$ cat config.mk
export PLATFORM = sky130hd
export DESIGN_NAME = clk_period_meter_flat
export DESIGN_NICKNAME = d
export VERILOG_FILES = /design/src/rtl/clk_period_meter_pkg.sv /design/src/rtl/clk_period_meter_if.sv /design/src/rtl/clk_period_meter_sync_edge_detect.sv /design/src/rtl/clk_period_meter.sv /design/src/flat_wrapper.sv
export SDC_FILE = /design/constraint.sdc
export NUM_CORES = 1
export LEC_CHECK = 0
export CAP_MARGIN = 20
export CORE_MARGIN = 3
export CORE_UTILIZATION = 27
export DETAILED_ROUTE_END_ITERATION = 10
export PLACE_DENSITY_LB_ADDON = 0.2
export SETUP_SLACK_MARGIN = 0.5
export SLEW_MARGIN = 20
export SYNTH_ARGS = -nofsm -noshare
export SYNTH_HDL_FRONTEND = slang
export SYNTH_SLANG_ARGS = --single-unit
$ cat constraint.sdc
create_clock -name clk -period 2.1 [get_ports clk]
set_input_delay 0.63 -clock clk [delete_from_list [all_inputs] [get_ports clk]]
set_output_delay 0.63 -clock clk [all_outputs]
set_load 0.02 [all_outputs]
$ cat src/rtl/clk_period_meter_pkg.sv
// Shared types and constants for the clock period meter: FSM state encoding
// and the default stall timeout derived from the system clock rate.
package clk_period_meter_pkg;

  localparam int CLK_HZ = 100_000_000;
  // 2 ms of silence at the system clock rate counts as a stalled input
  localparam int DEF_TIMEOUT = CLK_HZ / 500;

  typedef enum logic [1:0] {
    IDLE    = 2'd0,
    ARM     = 2'd1,
    MEASURE = 2'd2
  } state_e;

endpackage

$ cat src/rtl/clk_period_meter_if.sv
// Signal bundle between the meter and its user: measured input, enable,
// and the measurement results/status.
interface clk_period_meter_if #(
  parameter int CNT_W = 32
);
  logic             sig_in;
  logic             en;
  logic [CNT_W-1:0] period;
  logic [CNT_W-1:0] high_time;
  logic             meas_valid;
  logic             timeout;
  logic             busy;

  // meas_valid is a one-cycle strobe with no ready: the consumer must take
  // period/high_time on the cycle meas_valid is high; they hold until the next strobe.
  modport master (
    output sig_in, en,
    input  period, high_time, meas_valid, timeout, busy
  );

  modport slave (
    input  sig_in, en,
    output period, high_time, meas_valid, timeout, busy
  );
endinterface

$ cat src/rtl/clk_period_meter_sync_edge_detect.sv
// Multi-flop synchronizer for an asynchronous input followed by a registered
// edge detector producing one-cycle rise/fall pulses.
module sync_edge_detect #(
  parameter int SYNC_STAGES = 2
) (
  input  logic clk,
  input  logic rst_n,
  input  logic d_async,
  output logic level,
  output logic rise,
  output logic fall
);

  logic [SYNC_STAGES-1:0] sync_q;
  logic                   prev_q;
  logic                   rise_q;
  logic                   fall_q;

  always_ff @(posedge clk or negedge rst_n) begin
    if (!rst_n) begin
      sync_q <= '0;
      prev_q <= 1'b0;
      rise_q <= 1'b0;
      fall_q <= 1'b0;
    end else begin
      sync_q <= {sync_q[SYNC_STAGES-2:0], d_async};
      prev_q <= sync_q[SYNC_STAGES-1];
      rise_q <= sync_q[SYNC_STAGES-1] & ~prev_q;
      fall_q <= ~sync_q[SYNC_STAGES-1] & prev_q;
    end
  end

  assign level = sync_q[SYNC_STAGES-1];
  assign rise  = rise_q;
  assign fall  = fall_q;

endmodule

$ cat src/rtl/clk_period_meter.sv
// Measures period and high time of a slow input in system-clock cycles,
// strobing each completed period and flagging a stalled input.
module clk_period_meter
  import clk_period_meter_pkg::*;
#(
  parameter int CNT_W       = 32,
  parameter int SYNC_STAGES = 2,
  parameter int TIMEOUT     = DEF_TIMEOUT
) (
  input  logic                 clk,
  input  logic                 rst_n,
  clk_period_meter_if.slave    bus,
  output state_e               state_o
);

  localparam logic [CNT_W-1:0] TO_C = CNT_W'(TIMEOUT);

  logic             sig_level_unused;
  logic             rise;
  logic             fall;

  state_e           state_q;
  logic [CNT_W-1:0] cnt_q;
  logic [CNT_W-1:0] hi_cnt_q;
  logic [CNT_W-1:0] arm_cnt_q;
  logic             hi_open_q;
  logic [CNT_W-1:0] period_q;
  logic [CNT_W-1:0] high_time_q;
  logic             meas_valid_q;
  logic             timeout_q;

  sync_edge_detect #(
    .SYNC_STAGES (SYNC_STAGES)
  ) u_sync (
    .clk     (clk),
    .rst_n   (rst_n),
    .d_async (bus.sig_in),
    .level   (sig_level_unused),
    .rise    (rise),
    .fall    (fall)
  );

  always_ff @(posedge clk or negedge rst_n) begin
    if (!rst_n) begin
      state_q      <= IDLE;
      cnt_q        <= '0;
      hi_cnt_q     <= '0;
      arm_cnt_q    <= '0;
      hi_open_q    <= 1'b0;
      period_q     <= '0;
      high_time_q  <= '0;
      meas_valid_q <= 1'b0;
      timeout_q    <= 1'b0;
    end else begin
      meas_valid_q <= 1'b0;
      if (!bus.en) begin
        // Abort: results are kept, only the sticky flag is dropped
        state_q   <= IDLE;
        timeout_q <= 1'b0;
      end else begin
        case (state_q)
          IDLE: begin
            state_q   <= ARM;
            arm_cnt_q <= 1;
          end
          ARM: begin
            if (rise) begin
              state_q   <= MEASURE;
              cnt_q     <= 1;
              hi_cnt_q  <= 1;
              hi_open_q <= 1'b1;
            end else if (arm_cnt_q == TO_C) begin
              timeout_q <= 1'b1;
            end else begin
              arm_cnt_q <= arm_cnt_q + 1'b1;
            end
          end
          MEASURE: begin
            // Rise is checked first so it beats both a coincident fall and the timeout
            if (rise) begin
              period_q     <= cnt_q;
              high_time_q  <= hi_cnt_q;
              meas_valid_q <= 1'b1;
              timeout_q    <= 1'b0;
              cnt_q        <= 1;
              hi_cnt_q     <= 1;
              hi_open_q    <= 1'b1;
            end else if (cnt_q == TO_C) begin
              timeout_q <= 1'b1;
              state_q   <= ARM;
              arm_cnt_q <= 1;
            end else begin
              // cnt_q < TO_C here and hi_cnt_q <= cnt_q, so neither can pass TIMEOUT
              cnt_q <= cnt_q + 1'b1;
              if (fall) begin
                hi_open_q <= 1'b0;
              end else if (hi_open_q) begin
                hi_cnt_q <= hi_cnt_q + 1'b1;
              end
            end
          end
          default: state_q <= IDLE;
        endcase
      end
    end
  end

  assign bus.period     = period_q;
  assign bus.high_time  = high_time_q;
  assign bus.meas_valid = meas_valid_q;
  assign bus.timeout    = timeout_q;
  assign bus.busy       = (state_q != IDLE);
  assign state_o        = state_q;

endmodule
$ cat src/flat_wrapper.sv
// flat-port wrapper written by rule: the top's interface ports become plain ports
module clk_period_meter_flat import clk_period_meter_pkg::*;
#(
  parameter int CNT_W       = 32,
  parameter int SYNC_STAGES = 2,
  parameter int TIMEOUT     = DEF_TIMEOUT
)
  (clk, rst_n, state_o, bus_sig_in, bus_en, bus_period, bus_high_time, bus_meas_valid, bus_timeout, bus_busy);
  clk_period_meter_if #(.CNT_W(CNT_W)) bus_i ();
  input  logic clk;
  input  logic rst_n;
  output state_e state_o;
  input wire logic [$bits(bus_i.sig_in)-1:0] bus_sig_in;
  input wire logic [$bits(bus_i.en)-1:0] bus_en;
  output wire logic [$bits(bus_i.period)-1:0] bus_period;
  output wire logic [$bits(bus_i.high_time)-1:0] bus_high_time;
  output wire logic [$bits(bus_i.meas_valid)-1:0] bus_meas_valid;
  output wire logic [$bits(bus_i.timeout)-1:0] bus_timeout;
  output wire logic [$bits(bus_i.busy)-1:0] bus_busy;
  assign bus_i.sig_in = bus_sig_in;
  assign bus_i.en = bus_en;
  assign bus_period = bus_i.period;
  assign bus_high_time = bus_i.high_time;
  assign bus_meas_valid = bus_i.meas_valid;
  assign bus_timeout = bus_i.timeout;
  assign bus_busy = bus_i.busy;
  clk_period_meter #(.CNT_W(CNT_W), .SYNC_STAGES(SYNC_STAGES), .TIMEOUT(TIMEOUT)) u_core (.clk(clk), .rst_n(rst_n), .bus(bus_i), .state_o(state_o));
endmodule
Yosys cells after proc, flatten, opt, wreduce, memory -nomap -nowiden
Index checks and enable logic that the tools add are counted.
- add/subtract/negate cells: 3
- $mul: 0
- div/mod/pow operators: 0
- $lt $le $gt $ge: 0
- eq/ne operators: 20
- shift operators: 0
- multiplexer cells: 33
- bitwise operators: 4
- reduce and logical (&&, ||, !) cells: 11
- operators with widths (operator ; number):
    two-way mux 32 bit ; 11
    one-hot mux 32 bit (2 select lines) ; 2
    adder 32 x 1 -> 32 bit, second input constant ; 3
    one-hot mux 32 bit (3 select lines) ; 1
    equality test 32 x 18 -> 1 bit, second input constant ; 2
    != test 3 bit, second input constant ; 6
    two-way mux 1 bit ; 12
    AND reduction 6 bit ; 2
    != test 3 x 2 -> 1 bit, second input constant ; 3
    two-way mux 2 bit ; 4
    != test 2 bit, second input constant ; 4
    AND reduction 4 bit ; 2
    one-hot mux 2 bit (3 select lines) ; 1
    AND reduction 3 bit ; 2
    AND reduction 5 bit ; 1
    != test 4 x 3 -> 1 bit, second input constant ; 1
    one-hot mux 1 bit (2 select lines) ; 2
    nonzero test 2 bit ; 2
    != test 3 x 1 -> 1 bit, second input constant ; 1
    nonzero test 3 bit ; 1
    bitwise AND 1 bit ; 2
    equality test 2 x 1 -> 1 bit, second input constant ; 1
    equality test 2 bit, second input constant ; 1
    logical NOT 2 bit ; 1
    other kinds (2) ; 3
- register bits after elaboration: 170
- bits in latches: 0
- bits in writable memories: 0
- memory bits (read-only): 0
- bits of input ports: 4
- output and inout port bits: 69
- word-level logic and storage cells: 84
- memories: 0

Longest topological paths before layout
Gate-level depths: netlist of run 1.
- depth after elaboration: 6
- depth in mapped cells: 10
- depth with buffers taken out: 8

Cells and area by module
From an unflattened synthesis of run 1, not the netlist that was laid out.
- cell total of the unflattened synthesis: 804
- area, all modules: 8276.7 um2
- modules (own cells, without submodules) (module ; instances ; cells each ; area an instance (um2) ; sequential area each (um2)):
    clk_period_meter ; 1 ; 797 ; 8136.6 ; 4129.0
    sync_edge_detect ; 1 ; 7 ; 140.1 ; 125.1

Least setup slack after synthesis of run 1
Ideal clock, no wire load.
- path kind: register to register
- start point: register u_core.state_q[0] (netlist: u_core.state_o[0])
- end point: register u_core.high_time_q[0] (netlist: u_core.bus.high_time[0])
- setup time: 0.125 ns
- data arrival time: 2.150 ns
- required time: 1.975 ns
- path slack: -0.175 ns
- stages on the path, launching flop included: 8
- buffers on the path: 3
- clock period less this slack: 2.275 ns
- path through: dfrtp_1 inv_1 ha_1 clkbuf_8 nand3_1 buf_1 buf_1 mux2_2
- longest elaborated chain between the ends: 2
- RTL lines (what ; line ; RTL):
    start, declared ; clk_period_meter.sv:22 ; state_e state_q;
    start signal, assigned ; clk_period_meter.sv:45 ; state_q <= IDLE;
    start signal, assigned ; clk_period_meter.sv:58 ; state_q <= IDLE;
    start signal, assigned ; clk_period_meter.sv:63 ; state_q <= ARM;
    equality test 2 bit ; clk_period_meter.sv:61 ; case (state_q)
    AND reduction 3 bit (no source line) ; n/a ;
    end signal, assigned ; clk_period_meter.sv:82 ; high_time_q <= hi_cnt_q;
    end, declared ; clk_period_meter.sv:28 ; logic [CNT_W-1:0] high_time_q;
Every way passes these cells.
A chain may end at the register's enable or synchronous reset.

Worst setup path in the final report of run 1
- start point: register u_core.cnt_q[14]
- end point: register u_core.arm_cnt_q[0]
- longest elaborated chain between the ends: 3
- RTL lines (what ; line ; RTL):
    start, declared ; clk_period_meter.sv:23 ; logic [CNT_W-1:0] cnt_q;
    start signal, assigned ; clk_period_meter.sv:94 ; cnt_q <= cnt_q + 1'b1;
    equality test 32 x 18 -> 1 bit ; clk_period_meter.sv:88 ; end else if (cnt_q == TO_C) begin
    != test 2 x 1 -> 1 bit (no source line) ; n/a ;
    AND reduction 6 bit (no source line) ; n/a ;
    end signal, assigned ; clk_period_meter.sv:75 ; arm_cnt_q <= arm_cnt_q + 1'b1;
    end, declared ; clk_period_meter.sv:25 ; logic [CNT_W-1:0] arm_cnt_q;
Every way passes these cells.

==> impl_results.html, run 1 <==
<table>
<tr><th>Metric</th><th>Value</th></tr>
<tr><th colspan="2">Final layout</th></tr>
<tr><td>Final-stage net count</td><td>~1.2k</td></tr>
<tr><td>Commonest non-fill, non-tap cells in the layout</td><td>buf_4, dfrtp_1, buf_6, nand2_1, o21ai_1</td></tr>
<tr><td>Final-layout fill cell count</td><td>2,895</td></tr>
<tr><td>FF+latch area</td><td>between 0.004 and 0.005 mm2</td></tr>
<tr><td>Non-filler cells, final</td><td>between 1.5k and 2k</td></tr>
<tr><td>Share of cells above drive strength 1</td><td>between 50 and 60%</td></tr>
<tr><td>Area of the multi-input gates</td><td>~0.0054 mm2</td></tr>
<tr><td>Most common cell after layout, fill and taps aside</td><td>buf_4</td></tr>
<tr><td>Synthesis-to-layout area growth</td><td>65.59%</td></tr>
<tr><td>Number of antenna repair diodes</td><td>0</td></tr>
<tr><th colspan="2">CTS</th></tr>
<tr><td>CTS tree</td><td>yes</td></tr>
<tr><td>Total clock buffers created by CTS</td><td>17</td></tr>
<tr><td>H-tree Lvls</td><td>4</td></tr>
<tr><td>Number of clock sinks</td><td>170</td></tr>
<tr><td>CTS root buf</td><td>clkbuf_16</td></tr>
<tr><td>Clock slew seen by the registers of the worst setup and hold paths</td><td>roughly 0.07 ns</td></tr>
<tr><td>Maximum clock insertion buffer count</td><td>2</td></tr>
<tr><td>Clock insertion delay at the later pin of the skew report</td><td>~0.44 ns</td></tr>
<tr><th colspan="2">Placed design</th></tr>
<tr><td>Routability-driven placement congestion ratio</td><td>0.8066</td></tr>
<tr><td>HPWL after detailed placement</td><td>roughly 18,000 um</td></tr>
<tr><td>Inst Count DP</td><td>approximately 1.5k</td></tr>
<tr><td>Number of port buffers</td><td>between 70 and 80</td></tr>
<tr><th colspan="2">Power and ir drop</th></tr>
<tr><td>Total leakage power</td><td>roughly 6.6 nW</td></tr>
<tr><td>Worst vdd ir</td><td>0.6268 mV</td></tr>
<tr><td>Power Density</td><td>roughly 700 mW/mm2</td></tr>
<tr><th colspan="2">GRT</th></tr>
<tr><td>Met3 routing resource usage after global routing</td><td>under 10%</td></tr>
<tr><td>Global-route wire length before repair</td><td>between 40,000 and 50,000 um</td></tr>
<tr><td>Largest net degree at the start of global routing</td><td>43</td></tr>
<tr><td>Number of antenna violations at the first check in global routing</td><td>1</td></tr>
<tr><td>Global routing met2 resource utilization</td><td>between 20% and 30%</td></tr>
<tr><td>GRT met1 Usage</td><td>a little under a quarter</td></tr>
<tr><td>Final global-route overflow total</td><td>0</td></tr>
<tr><td>Most congested layer reported by global routing</td><td>met2</td></tr>
<tr><td>Total track usage</td><td>between 10% and 20%</td></tr>
<tr><td>Vias in the first global route</td><td>roughly 8.2k</td></tr>
<tr><th colspan="2">Drt</th></tr>
<tr><td>Total via count after detailed routing</td><td>slightly above 8k</td></tr>
<tr><td>Remaining antenna violation count after routing</td><td>0</td></tr>
<tr><td>DRT iter0 DRCs</td><td>around 460</td></tr>
<tr><td>Post-DR wirelength/cell</td><td>approximately 18 um</td></tr>
<tr><td>Ratio of routed vias to standard cells</td><td>~5.1</td></tr>
<tr><td>Number of remaining DRC errors</td><td>0</td></tr>
<tr><td>Router iterations before antenna repair</td><td>4</td></tr>
<tr><td>Final wirelength</td><td>about 29,000 um</td></tr>
<tr><th colspan="2">Die</th></tr>
<tr><td>Die height</td><td>185.1 um</td></tr>
<tr><td>Horizontal die dimension</td><td>between 150 and 200 um</td></tr>
<tr><td>Std-Cell Core Area</td><td>~0.031 mm2</td></tr>
<tr><td>Starting density of the core</td><td>between 20 and 30%</td></tr>
<tr><td>Placement row count</td><td>64</td></tr>
<tr><td>Total Die Area</td><td>~0.034 mm2</td></tr>
<tr><td>Boundary pin count</td><td>73</td></tr>
<tr><th colspan="2">Worst setup path</th></tr>
<tr><td>Data arrival time of the critical path</td><td>around 2.6 ns</td></tr>
<tr><td>Required time reported for the critical path endpoint</td><td>around 2.4 ns</td></tr>
<tr><td>Reg-to-reg critical path endpoint</td><td>u_core.arm_cnt_q[0]$_DFFE_PN0P_</td></tr>
<tr><td>Worst reg2reg startpoint</td><td>u_core.cnt_q[14]$_DFFE_PN0P_</td></tr>
<tr><td>Startpoint Class</td><td>register</td></tr>
<tr><td>WS Path Type</td><td>register to register</td></tr>
<tr><td>Number of cells on the worst reg-to-reg path</td><td>6</td></tr>
<tr><td>Max Fanout on Critical Path</td><td>11</td></tr>
<tr><td>Termination of the worst setup path</td><td>u_core.arm_cnt_q[0]$_DFFE_PN0P_</td></tr>
<tr><td>R2r setup slk</td><td>-0.17 ns</td></tr>
<tr><td>CP Launch Point</td><td>u_core.cnt_q[14]$_DFFE_PN0P_</td></tr>
<tr><td>Sort of element at the end of the critical path</td><td>register</td></tr>
<tr><th colspan="2">Run</th></tr>
<tr><td>Number of max-cap violations</td><td>0</td></tr>
<tr><th colspan="2">Timing</th></tr>
<tr><td>Portion of the clock cycle consumed by the worst path in the final layout</td><td>108.3%</td></tr>
<tr><td>Total setup violations reported at the end of the flow</td><td>33</td></tr>
<tr><td>Number of slew-limit violations in the final report</td><td>0</td></tr>
<tr><td>Slew at the pin closest to its max-slew limit</td><td>between 0.4 and 0.5 ns</td></tr>
<tr><td>Final Worst Setup Slack</td><td>-0.1745 ns</td></tr>
<tr><td>Setup repair after global routing missed its margin</td><td>true</td></tr>
<tr><td>Highest clock rate</td><td>439.7 MHz</td></tr>
<tr><td>Summed negative setup slack over all endpoints</td><td>-2.821 ns</td></tr>
<tr><td>Max-Slew Margin vs Limit</td><td>between 60% and 70%</td></tr>
<tr><td>Clock period minus worst slack</td><td>between 2 and 2.5 ns</td></tr>
<tr><td>Final-report hold violation count</td><td>0</td></tr>
<tr><td>Worst clock skew</td><td>0.01850 ns</td></tr>
<tr><th colspan="2">Synthesis</th></tr>
<tr><td>Post-synthesis cell area</td><td>approximately 0.0087 mm2</td></tr>
<tr><td>Syn avg cell area</td><td>~9.8 um2</td></tr>
<tr><td>Fraction of synthesized cell area taken by the top area cell type</td><td>around 50%</td></tr>
<tr><td>Yosys reg bits</td><td>170</td></tr>
<tr><td>Cell type with the largest total area after synthesis</td><td>dfrtp_1</td></tr>
<tr><td>Net Count, Synth</td><td>893</td></tr>
<tr><td>Top FF cell, synth</td><td>dfrtp_1</td></tr>
<tr><td>Async S/R FF share, synth</td><td>100.0%</td></tr>
<tr><td>Yosys Warn Count</td><td>0</td></tr>
<tr><td>Syn Inst Count</td><td>between 800 and 900</td></tr>
<tr><td>Post-synthesis cell type count</td><td>66</td></tr>
<tr><td>Cell types with the largest area share after synthesis</td><td>dfrtp_1, mux2_2, o21ai_0</td></tr>
<tr><td>Number of flops mapped to enable cells by yosys</td><td>0</td></tr>
<tr><td>Post-synthesis sequential area ratio</td><td>roughly half</td></tr>
<tr><th colspan="2">Run status</th></tr>
<tr><td>Status</td><td>complete, but fails checks</td></tr>
<tr><td>Failing checks</td><td>negative setup slack</td></tr>
<tr><th colspan="2">Worst hold path</th></tr>
<tr><td>Kind of path behind the tightest hold check</td><td>input port to asynchronous set/reset pin</td></tr>
</table>
-- cell type report --
class	instances	area share (%)
inverters	18	0.5235
clock inverters	13	0.9422
well taps	396	3.455
repair buffers	344	24.82
flip-flops and latches	170	29.78
clock buffers	19	3.088
multi-input cells	639	37.39
-- critical path, cell delays in order, from the launching register on --
cell and delay, ns:
dfrtp_2 0.45, nor4_4 0.34, nand4_1 0.22, or2_1 0.31, a2111o_1 0.40, buf_6 0.18
mux2_2 0.26
-- how the worst min path moves through the flow --
stage,cells after the start,endpoint,startpoint,slack [ns]
after global routing,1,u_core.u_sync.sync_q[0]$_DFF_PN0_,rst_n,0.12
after detailed placement,0,u_core.u_sync.sync_q[1]$_DFF_PN0_,u_core.u_sync.sync_q[0]$_DFF_PN0_,0.34
after floorplan,0,u_core.arm_cnt_q[0]$_DFFE_PN0P_,rst_n,0.33
after global placement,0,u_core.u_sync.sync_q[1]$_DFF_PN0_,u_core.u_sync.sync_q[0]$_DFF_PN0_,0.34
final,1,u_core.u_sync.sync_q[0]$_DFF_PN0_,rst_n,0.11
after CTS,1,u_core.u_sync.sync_q[0]$_DFF_PN0_,rst_n,0.12
-- power by group --
group / switching [mW] / internal (mW)
sequential: 0.151 / 3.42
combinational: 1.56 / 1.45
clock: 1.48 / 1.70
-- synth_stat cells (3+ instances only) --
cell type / count
dfrtp_1: 170
o21ai_0: 100
nand2_1: 93
mux2_2: 63
nand3_1: 49
nor2_1: 34
clkbuf_1: 32
nand4_1: 32
a31oi_1: 29
a21oi_1: 28
o31ai_1: 25
and3_1: 20
inv_1: 18
nor4_1: 18
nor3_1: 17
o21a_1: 10
ha_1: 9
a21o_1: 8
nand2b_1: 8
or3_1: 8
buf_1: 7
o211ai_1: 7
buf_2: 6
nor2b_1: 6
and2_1: 5
and4_1: 4
buf_6: 4
nand4b_1: 4
or2_2: 4
or4_1: 4
a31o_2: 3
buf_4: 3
nor4_2: 3
nor4bb_1: 3
o22ai_1: 3
o31a_1: 3
o41ai_1: 3
-- flip-flops by register name (all words and copies together) (netlist names) --
signal	flops
u_core.state_o	2
u_core.bus.high_time	32
u_core.u_sync.prev_q	1
u_core.hi_cnt_q	32
u_core.bus.meas_valid	1
u_core.u_sync.rise	1
u_core.bus.period	32
u_core.u_sync.sync_q	2
u_core.hi_open_q	1
u_core.arm_cnt_q	32
u_core.cnt_q	32
u_core.u_sync.fall	1
u_core.bus.timeout	1
-- cell families after synthesis --
family / after synthesis / share of synthesized area [%]
muxes: 64 / 8.307
buffers and inverters: 72 / 3.814
adders and majority gates: 9 / 1.300
AOI/OAI and AO/OA: 235 / 16.60
and+or+nand+nor: 330 / 20.86
DFF: 170 / 49.12
-- per-layer routing --
metal / vias up / wire length, um
met5: - / 13
met4: 2 / 303
met3: 19 / 749
met2: 129 / 14010
met1: 4130 / 13640
li1: 3922 / -
-- repair_timing --
action                     CTS  global route
gates resized for setup    636           134
pin swaps                   84            50
hold buffers                 0             0
buffers inserted            53            45
setup endpoints to repair  233           232
gates cloned                 9             5
-- stage by stage --
stage          hold slack (ns)  area [um2]  util [%]  total power [mW]  worst slack, ns
2_1_floorplan           0.3312        9121         -             4.724         -0.05672
3_3_place_gp            0.3356       11280     36.31             5.690          -0.4325
3_5_place_dp            0.3379       11280     36.31             5.690          -0.4381
4_1_cts                 0.1212       13310     42.84             9.433          -0.1374
5_1_grt                 0.1179       14340     46.16             10.25          -0.2267
6_report                0.1119       14340     46.16             9.770          -0.1745
Note: power is estimated with default switching activity, not from simulation.
==> run 2: changes to the inputs <==
- clock period: 2.1 -> 2.51 ns (I/O delays scaled with it)
==> run 2 against run 1 <==
The run now ends clean. Largest cell class unchanged. Wire length down 6.1%. Highest routed layer is now met4. Setup slack improved by 0.40 ns. Maximum frequency shrank 0.56%. Critical path depth increased by 3. Non-clock buffer count down 115. Final cell count shrank 7.3%. Critical endpoint is now u_core.arm_cnt_q[19]$_DFFE_PN0P_. Clock skew is 0.0060 ns lower.
==> impl_results.html, run 2 (synthesis results as in run 1) <==
<table>
<tr><th>Metric</th><th>Value</th></tr>
<tr><th colspan="2">Power and ir drop</th></tr>
<tr><td>Total leakage power</td><td>5.696 nW (was 6.609 nW)</td></tr>
<tr><td>Power Density</td><td>607.8 mW/mm2 (was 681.3 mW/mm2)</td></tr>
<tr><td>Worst vdd ir</td><td>0.5773 mV (was 0.6268 mV)</td></tr>
<tr><th colspan="2">Die</th></tr>
<tr><td>Die height</td><td>185.1 um (unchanged)</td></tr>
<tr><td>Horizontal die dimension</td><td>185.1 um (unchanged)</td></tr>
<tr><td>Placement row count</td><td>64 (unchanged)</td></tr>
<tr><td>Std-Cell Core Area</td><td>0.03107 mm2 (unchanged)</td></tr>
<tr><td>Total Die Area</td><td>0.03426 mm2 (unchanged)</td></tr>
<tr><td>Starting density of the core</td><td>27.88% (unchanged)</td></tr>
<tr><td>Boundary pin count</td><td>73 (unchanged)</td></tr>
<tr><th colspan="2">CTS</th></tr>
<tr><td>Clock insertion delay at the later pin of the skew report</td><td>0.44 ns (about the same)</td></tr>
<tr><td>Hold buffer count at CTS</td><td>0 (unchanged)</td></tr>
<tr><td>CTS tree</td><td>yes (unchanged)</td></tr>
<tr><td>Clock slew seen by the registers of the worst setup and hold paths</td><td>0.07 ns (about the same)</td></tr>
<tr><td>Maximum clock insertion buffer count</td><td>2 (unchanged)</td></tr>
<tr><td>Number of clock sinks</td><td>170 (unchanged)</td></tr>
<tr><td>Total clock buffers created by CTS</td><td>17 (unchanged)</td></tr>
<tr><td>H-tree Lvls</td><td>4 (unchanged)</td></tr>
<tr><td>CTS root buf</td><td>clkbuf_16 (unchanged)</td></tr>
<tr><th colspan="2">Worst hold path</th></tr>
<tr><td>Kind of path behind the tightest hold check</td><td>input port to asynchronous set/reset pin (unchanged)</td></tr>
<tr><th colspan="2">Timing</th></tr>
<tr><td>Setup repair after global routing missed its margin</td><td>true (unchanged)</td></tr>
<tr><td>Total setup violations reported at the end of the flow</td><td>0 (was 33)</td></tr>
<tr><td>Portion of the clock cycle consumed by the worst path in the final layout</td><td>91.13% (was 108.3%)</td></tr>
<tr><td>Final Worst Setup Slack</td><td>0.2226 ns (was -0.1745 ns)</td></tr>
<tr><td>Worst clock skew</td><td>0.01249 ns (was 0.01850 ns)</td></tr>
<tr><td>Slew at the pin closest to its max-slew limit</td><td>0.7624 ns (was 0.4500 ns)</td></tr>
<tr><td>Clock period minus worst slack</td><td>2.287 ns (was 2.274 ns)</td></tr>
<tr><td>Summed negative setup slack over all endpoints</td><td>0 ns (was -2.821 ns)</td></tr>
<tr><td>Hold slack final</td><td>0.2509 ns (was 0.1119 ns)</td></tr>
<tr><td>Highest clock rate</td><td>437.2 MHz (was 439.7 MHz)</td></tr>
<tr><td>Final-report hold violation count</td><td>0 (unchanged)</td></tr>
<tr><td>Number of slew-limit violations in the final report</td><td>0 (unchanged)</td></tr>
<tr><td>Max-Slew Margin vs Limit</td><td>49.07% (was 69.72%)</td></tr>
<tr><th colspan="2">Final layout</th></tr>
<tr><td>Number of antenna repair diodes</td><td>0 (unchanged)</td></tr>
<tr><td>Final standard cell area without fillers</td><td>0.01280 mm2 (was 0.01434 mm2)</td></tr>
<tr><td>Commonest non-fill, non-tap cells in the layout</td><td>dfrtp_1, buf_4, nand2_1, dlygate4sd2_1, mux2_2 (was buf_4, dfrtp_1, buf_6, nand2_1, o21ai_1)</td></tr>
<tr><td>Synthesis-to-layout area growth</td><td>47.75% (was 65.59%)</td></tr>
<tr><td>Non-filler cells, final</td><td>1,483 (was 1,599)</td></tr>
<tr><td>Final-stage net count</td><td>1,087 (was 1,203)</td></tr>
<tr><td>Final-layout fill cell count</td><td>3,002 (was 2,895)</td></tr>
<tr><td>Share of cells above drive strength 1</td><td>41.21% (was 53.12%)</td></tr>
<tr><td>Most common cell after layout, fill and taps aside</td><td>dfrtp_1 (was buf_4)</td></tr>
<tr><th colspan="2">GRT</th></tr>
<tr><td>Largest net degree at the start of global routing</td><td>47 (was 43)</td></tr>
<tr><td>Total track usage</td><td>15.53% (was 16.49%)</td></tr>
<tr><td>Final global-route overflow total</td><td>0 (unchanged)</td></tr>
<tr><td>Global-route wire length before repair</td><td>42,350 um (was 44,950 um)</td></tr>
<tr><td>Number of antenna violations at the first check in global routing</td><td>0 (was 1)</td></tr>
<tr><td>Vias in the first global route</td><td>7,509 (was 8,159)</td></tr>
<tr><th colspan="2">Drt</th></tr>
<tr><td>Ratio of routed vias to standard cells</td><td>5.287 (was 5.129)</td></tr>
<tr><td>Final wirelength</td><td>26,950 um (was 28,720 um)</td></tr>
<tr><td>Router iterations before antenna repair</td><td>5 (was 4)</td></tr>
<tr><td>Post-DR wirelength/cell</td><td>18.17 um (was 17.96 um)</td></tr>
<tr><td>Remaining antenna violation count after routing</td><td>0 (unchanged)</td></tr>
<tr><td>DRT iter0 DRCs</td><td>509 (was 463)</td></tr>
<tr><td>Number of remaining DRC errors</td><td>0 (unchanged)</td></tr>
<tr><td>Total via count after detailed routing</td><td>7,840 (was 8,202)</td></tr>
<tr><th colspan="2">Worst setup path</th></tr>
<tr><td>WS Path Type</td><td>register to register (unchanged)</td></tr>
<tr><td>Sort of element at the end of the critical path</td><td>register (unchanged)</td></tr>
<tr><td>Data arrival time of the critical path</td><td>2.61 ns (was 2.60 ns)</td></tr>
<tr><td>Max Fanout on Critical Path</td><td>8 (was 11)</td></tr>
<tr><td>Required time reported for the critical path endpoint</td><td>2.83 ns (was 2.42 ns)</td></tr>
<tr><td>Startpoint Class</td><td>register (unchanged)</td></tr>
<tr><th colspan="2">Placed design</th></tr>
<tr><td>Inst Count DP</td><td>1,375 (was 1,455)</td></tr>
<tr><td>HPWL after detailed placement</td><td>17,150 um (was 18,410 um)</td></tr>
<tr><td>Worst slack after detailed placement</td><td>-0.1862 ns (was -0.4381 ns)</td></tr>
<tr><td>Number of port buffers</td><td>72 (unchanged)</td></tr>
<tr><td>Area of placed instances</td><td>0.01040 mm2 (was 0.01128 mm2)</td></tr>
<tr><td>Routability-driven placement congestion ratio</td><td>0.8378 (was 0.8066)</td></tr>
<tr><th colspan="2">Run status</th></tr>
<tr><td>Status</td><td>complete, no violations (was complete, but fails checks)</td></tr>
<tr><th colspan="2">Run</th></tr>
<tr><td>Number of max-cap violations</td><td>0 (unchanged)</td></tr>
</table>
[run 2: cell count changes in the layout (fill, tap and decap cells not counted), moves of 26 or more]
cell,delta
buf_6,-100
buf_4,-69
dlygate4sd2_1,+66
mux2_2,+31
mux2_4,-31
o21ai_1,-30
o21ai_0,+26
[run 2: final cells by class]
class                   instances  area [um2]  share of cell area [%]
clock buffers                  18       439.2                   3.432
clock inverters                14       157.7                   1.232
inverters                      18       67.56                  0.5280
multi-input cells             638        5172                   40.42
flip-flops and latches        170        4283                   33.47
well taps                     396       495.5                   3.872
repair buffers                229        2181                   17.04
[run 2: worst paths after layout]
check                                             startpoint                                   end  slack, ns  cells after the start
hold reg to reg            u_core.u_sync.sync_q[0]$_DFF_PN0_     u_core.u_sync.sync_q[1]$_DFF_PN0_       0.35                      0
max in group asynchronous                              rst_n          u_core.cnt_q[21]$_DFFE_PN0P_       1.59                      2
setup reg to reg               u_core.state_o[0]$_DFFE_PN0P_      u_core.arm_cnt_q[19]$_DFFE_PN0P_       0.22                      9
hold / removal                                         rst_n  u_core.bus.high_time[10]$_DFFE_PN0P_       0.25                      1
min in group clk           u_core.u_sync.sync_q[0]$_DFF_PN0_     u_core.u_sync.sync_q[1]$_DFF_PN0_       0.35                      0
setup / recovery               u_core.state_o[0]$_DFFE_PN0P_      u_core.arm_cnt_q[19]$_DFFE_PN0P_       0.22                      9
[run 2: critical path, stage by stage (launching register included)]
cell and delay, ns:
dfrtp_1 0.39, buf_4 0.17, ha_1 0.20, nand2b_4 0.14, or2_2 0.29, o31a_4 0.42, buf_12 0.15, buf_16 0.15
o21ai_2 0.18, o31ai_4 0.09
[run 2: metrics by stage]
step / total power [mW] / util [%]
floorplan: 3.847 / -
global placement: 4.472 / 33.48
detailed placement: 4.477 / 33.48
CTS: 7.531 / 38.02
global route: 8.143 / 41.18
finish: 7.777 / 41.18
[run 2: what timing repair did]
| action | 4_1_cts | 5_1_grt |
|---|---|---|
| cloned | 3 | 2 |
| pin swaps | 39 | 85 |
| resized for setup | 192 | 200 |
| setup buffers | 45 | 26 |
| setup endpoints to repair | 155 | 89 |
[run 2: power by group]
group | total [mW] | switching [mW] | internal (mW) | leakage, nW
Clock | 2.72 | 1.28 | 1.44 | 0.277
Combinational | 2.01 | 1.17 | 0.842 | 3.11
Sequential | 3.04 | 0.174 | 2.87 | 2.31
Total | 7.78 | 2.63 | 5.15 | 5.70
[run 2: routing by layer]
metal,global-route usage [%],part of all wire (%),up-vias
li1,-,-,3687
met1,22.13,47,3960
met2,24.89,48,170
met3,2.435,3.8,23
met4,3.631,1.1,0
met5,0,0,-
==> run 3: changes to the inputs <==
- CORE_UTILIZATION: 27 -> 35
==> run 3 against run 2 <==
Global-route usage grew 3.4 points. First-iteration DRC count down 10%. Clock skew increased by 0.0051 ns. Wire length fell by 5.1%. Sequential cell count unchanged. Die area down 22%. Maximum frequency is 1.6% lower. Clock power down 5%. Critical endpoint is now u_core.arm_cnt_q[16]$_DFFE_PN0P_. Largest power group unchanged.
==> impl_results.html, run 3 (synthesis results as in run 1) <==
<table>
<tr><th>Metric</th><th>Value</th></tr>
<tr><th colspan="2">Timing</th></tr>
<tr><td>Highest clock rate</td><td>430.1 MHz (was 437.2 MHz)</td></tr>
<tr><td>Clock period minus worst slack</td><td>2.325 ns (was 2.287 ns)</td></tr>
<tr><td>Setup repair after global routing missed its margin</td><td>true (unchanged)</td></tr>
<tr><td>Portion of the clock cycle consumed by the worst path in the final layout</td><td>92.64% (was 91.13%)</td></tr>
<tr><td>Worst clock skew</td><td>0.01763 ns (was 0.01249 ns)</td></tr>
<tr><td>Total setup violations reported at the end of the flow</td><td>0 (unchanged)</td></tr>
<tr><td>Max-Slew Margin vs Limit</td><td>62.20% (was 49.07%)</td></tr>
<tr><td>Final Worst Setup Slack</td><td>0.1847 ns (was 0.2226 ns)</td></tr>
<tr><td>Number of slew-limit violations in the final report</td><td>0 (unchanged)</td></tr>
<tr><td>Slew at the pin closest to its max-slew limit</td><td>0.5670 ns (was 0.7624 ns)</td></tr>
<tr><td>Hold slack final</td><td>0.2954 ns (was 0.2509 ns)</td></tr>
<tr><td>Final-report hold violation count</td><td>0 (unchanged)</td></tr>
<tr><th colspan="2">GRT</th></tr>
<tr><td>Global-route wire length before repair</td><td>40,380 um (was 42,350 um)</td></tr>
<tr><td>Vias in the first global route</td><td>7,489 (was 7,509)</td></tr>
<tr><td>Final global-route overflow total</td><td>0 (unchanged)</td></tr>
<tr><td>Largest net degree at the start of global routing</td><td>54 (was 47)</td></tr>
<tr><td>Total track usage</td><td>18.90% (was 15.53%)</td></tr>
<tr><td>Number of antenna violations at the first check in global routing</td><td>2 (was 0)</td></tr>
<tr><th colspan="2">Worst setup path</th></tr>
<tr><td>Max Fanout on Critical Path</td><td>8 (unchanged)</td></tr>
<tr><td>Required time reported for the critical path endpoint</td><td>2.84 ns (was 2.83 ns)</td></tr>
<tr><td>Data arrival time of the critical path</td><td>2.65 ns (was 2.61 ns)</td></tr>
<tr><td>WS Path Type</td><td>register to register (unchanged)</td></tr>
<tr><td>CP max stage cell</td><td>a2111o_2 (was o31a_4)</td></tr>
<tr><td>Cell breakdown of the critical path</td><td>nor4_4 -&gt; nand4_1 -&gt; or2_1 -&gt; a2111o_2 -&gt; buf_6 -&gt; o41ai_4 (was buf_4 -&gt; ha_1 -&gt; nand2b_4 -&gt; or2_2 -&gt; o31a_4 -&gt; buf_12 -&gt; buf_16 -&gt; o21ai_2 -&gt; o31ai_4)</td></tr>
<tr><td>Sort of element at the end of the critical path</td><td>register (unchanged)</td></tr>
<tr><td>Worst stage delay on the critical path</td><td>0.63 ns (was 0.42 ns)</td></tr>
<tr><td>Startpoint Class</td><td>register (unchanged)</td></tr>
<tr><th colspan="2">Final layout</th></tr>
<tr><td>Commonest non-fill, non-tap cells in the layout</td><td>dfrtp_1, buf_4, nand2_1, dlygate4sd2_1, mux2_2 (unchanged)</td></tr>
<tr><td>Non-filler cells, final</td><td>1,405 (was 1,483)</td></tr>
<tr><td>Final-stage net count</td><td>1,088 (was 1,087)</td></tr>
<tr><td>Area of the multi-input gates</td><td>0.005065 mm2 (was 0.005172 mm2)</td></tr>
<tr><td>FF+latch area</td><td>0.004284 mm2 (was 0.004283 mm2)</td></tr>
<tr><td>Share of cells above drive strength 1</td><td>39.23% (was 41.21%)</td></tr>
<tr><td>Core occupancy in the finished layout</td><td>52.36% (was 41.18%)</td></tr>
<tr><td>Most common cell after layout, fill and taps aside</td><td>dfrtp_1 (unchanged)</td></tr>
<tr><td>Number of antenna repair diodes</td><td>0 (unchanged)</td></tr>
<tr><td>Final-layout fill cell count</td><td>2,134 (was 3,002)</td></tr>
<tr><td>Synthesis-to-layout area growth</td><td>44.45% (was 47.75%)</td></tr>
<tr><th colspan="2">Drt</th></tr>
<tr><td>Post-DR wirelength/cell</td><td>18.21 um (was 18.17 um)</td></tr>
<tr><td>Remaining antenna violation count after routing</td><td>0 (unchanged)</td></tr>
<tr><td>Total via count after detailed routing</td><td>7,853 (was 7,840)</td></tr>
<tr><td>Router iterations before antenna repair</td><td>5 (unchanged)</td></tr>
<tr><td>Number of remaining DRC errors</td><td>0 (unchanged)</td></tr>
<tr><td>Ratio of routed vias to standard cells</td><td>5.589 (was 5.287)</td></tr>
<tr><td>DRT iter0 DRCs</td><td>457 (was 509)</td></tr>
<tr><td>Final wirelength</td><td>25,580 um (was 26,950 um)</td></tr>
<tr><th colspan="2">Die</th></tr>
<tr><td>Boundary pin count</td><td>73 (unchanged)</td></tr>
<tr><td>Total Die Area</td><td>0.02667 mm2 (was 0.03426 mm2)</td></tr>
<tr><td>Placement row count</td><td>56 (was 64)</td></tr>
<tr><td>Horizontal die dimension</td><td>163.3 um (was 185.1 um)</td></tr>
<tr><td>Starting density of the core</td><td>36.25% (was 27.88%)</td></tr>
<tr><td>Std-Cell Core Area</td><td>0.02389 mm2 (was 0.03107 mm2)</td></tr>
<tr><td>Die height</td><td>163.3 um (was 185.1 um)</td></tr>
<tr><th colspan="2">CTS</th></tr>
<tr><td>H-tree Lvls</td><td>4 (unchanged)</td></tr>
<tr><td>Clock insertion delay at the later pin of the skew report</td><td>0.43 ns (was 0.44 ns)</td></tr>
<tr><td>Maximum clock insertion buffer count</td><td>2 (unchanged)</td></tr>
<tr><td>CTS tree</td><td>yes (unchanged)</td></tr>
<tr><td>Total clock buffers created by CTS</td><td>17 (unchanged)</td></tr>
<tr><td>CTS root buf</td><td>clkbuf_16 (unchanged)</td></tr>
<tr><td>Clock slew seen by the registers of the worst setup and hold paths</td><td>0.07 ns (about the same)</td></tr>
<tr><td>Hold buffer count at CTS</td><td>0 (unchanged)</td></tr>
<tr><td>Number of clock sinks</td><td>170 (unchanged)</td></tr>
<tr><th colspan="2">Run</th></tr>
<tr><td>Number of max-cap violations</td><td>0 (unchanged)</td></tr>
<tr><th colspan="2">Worst hold path</th></tr>
<tr><td>Kind of path behind the tightest hold check</td><td>input port to asynchronous set/reset pin (unchanged)</td></tr>
<tr><th colspan="2">Placed design</th></tr>
<tr><td>Number of port buffers</td><td>72 (unchanged)</td></tr>
<tr><td>Worst slack after detailed placement</td><td>-0.08277 ns (was -0.1862 ns)</td></tr>
<tr><td>Routability-driven placement congestion ratio</td><td>0.8160 (was 0.8378)</td></tr>
<tr><td>HPWL after detailed placement</td><td>16,140 um (was 17,150 um)</td></tr>
<tr><td>Inst Count DP</td><td>1,301 (was 1,375)</td></tr>
<tr><th colspan="2">Run status</th></tr>
<tr><td>Status</td><td>complete, no violations (unchanged)</td></tr>
<tr><th colspan="2">Power and ir drop</th></tr>
<tr><td>Power Density</td><td>614.4 mW/mm2 (was 607.8 mW/mm2)</td></tr>
<tr><td>Relative contribution of the clock network to total power</td><td>33.7% (was 35.0%)</td></tr>
<tr><td>Power share of the sequential group</td><td>39.4% (was 39.1%)</td></tr>
<tr><td>Int Power</td><td>5.268 mW (was 5.147 mW)</td></tr>
<tr><td>Total leakage power</td><td>5.717 nW (was 5.696 nW)</td></tr>
<tr><td>Share of power burned in combinational logic</td><td>26.9% (was 25.9%)</td></tr>
<tr><td>Switch Pwr</td><td>2.419 mW (was 2.631 mW)</td></tr>
<tr><td>Switching Fraction</td><td>31.47% (was 33.82%)</td></tr>
<tr><td>Worst vdd ir</td><td>0.4279 mV (was 0.5773 mV)</td></tr>
</table>
[run 3: cell count changes in the layout (fill, tap and decap cells not counted), sizes merged, moves of 2 or more]
cell | previous run | this run
inv | 24 | 20
dlygate4sd2 | 66 | 68
clkinvlp | 5 | 2
clkbuf | 22 | 24
[run 3: metal layers]
layer / global-route usage (%) / part of all wire [%] / up-vias / wire length [um]
li1: - / - / 3697 / -
met1: 27.00 / 46 / 3874 / 11750
met2: 29.18 / 47 / 243 / 12080
met3: 3.906 / 5.3 / 35 / 1346
met4: 5.267 / 1.5 / 4 / 373
met5: 0 / 0.13 / - / 34
[run 3: final timing paths]
check	startpoint	endpoint	slack [ns]	depth (start not counted)
worst max-delay path	u_core.cnt_q[24]$_DFFE_PN0P_	u_core.arm_cnt_q[16]$_DFFE_PN0P_	0.18	6
worst min-delay path	rst_n	u_core.bus.period[18]$_DFFE_PN0P_	0.30	1
worst max register to register	u_core.cnt_q[24]$_DFFE_PN0P_	u_core.arm_cnt_q[16]$_DFFE_PN0P_	0.18	6
worst min register to register	u_core.u_sync.sync_q[0]$_DFF_PN0_	u_core.u_sync.sync_q[1]$_DFF_PN0_	0.35	0
max in group asynchronous	rst_n	u_core.bus.period[4]$_DFFE_PN0P_	1.58	2
min in group clk	u_core.u_sync.sync_q[0]$_DFF_PN0_	u_core.u_sync.sync_q[1]$_DFF_PN0_	0.35	0
[run 3: critical path: cells and delay by family (launching register included)]
kind | cells | cell delay (ns)
buffers and inverters | 1 | 0.18
and+or+nand+nor | 3 | 0.82
DFF | 1 | 0.44
AOI/OAI and AO/OA | 2 | 0.81
[run 3: final cells by class]
type	count	share of cell area [%]
inverters	18	0.5601
flip-flops and latches	170	34.24
clock inverters	8	0.7001
repair buffers	228	16.95
well taps	319	3.190
clock buffers	22	3.870
multi-input cells	640	40.48
[run 3: what timing repair did]
item                                   CTS  global route
endpoints found under the hold margin    0             0
cloned                                   2             2
gates resized for setup                198           170
setup endpoints to repair              153            99
setup buffers                           46            24
pin swaps                               45            55
[run 3: per-stage QoR]
| stage | total power, mW | cell area (um2) | TNS, ns |
|---|---|---|---|
| finish | 7.687 | 12510 | 0 |
| global route | 8.031 | 12510 | 0 |
| global placement | 4.372 | 10280 | -0.6644 |
| floorplan | 3.847 | 8743 | 0 |
| CTS | 7.377 | 11650 | 0 |
| detailed placement | 4.379 | 10280 | -1.108 |
[run 3: power groups by stage]
stage                     clock network, mW  registers (mW)  logic [mW]
final                                  2.59            3.03        2.07
after global routing                   2.77            3.05        2.21
after CTS                              2.64            3.02        1.72
after detailed placement                  0            3.08        1.30
after global placement                    0            3.09        1.29
after floorplan                           0            3.06       0.783
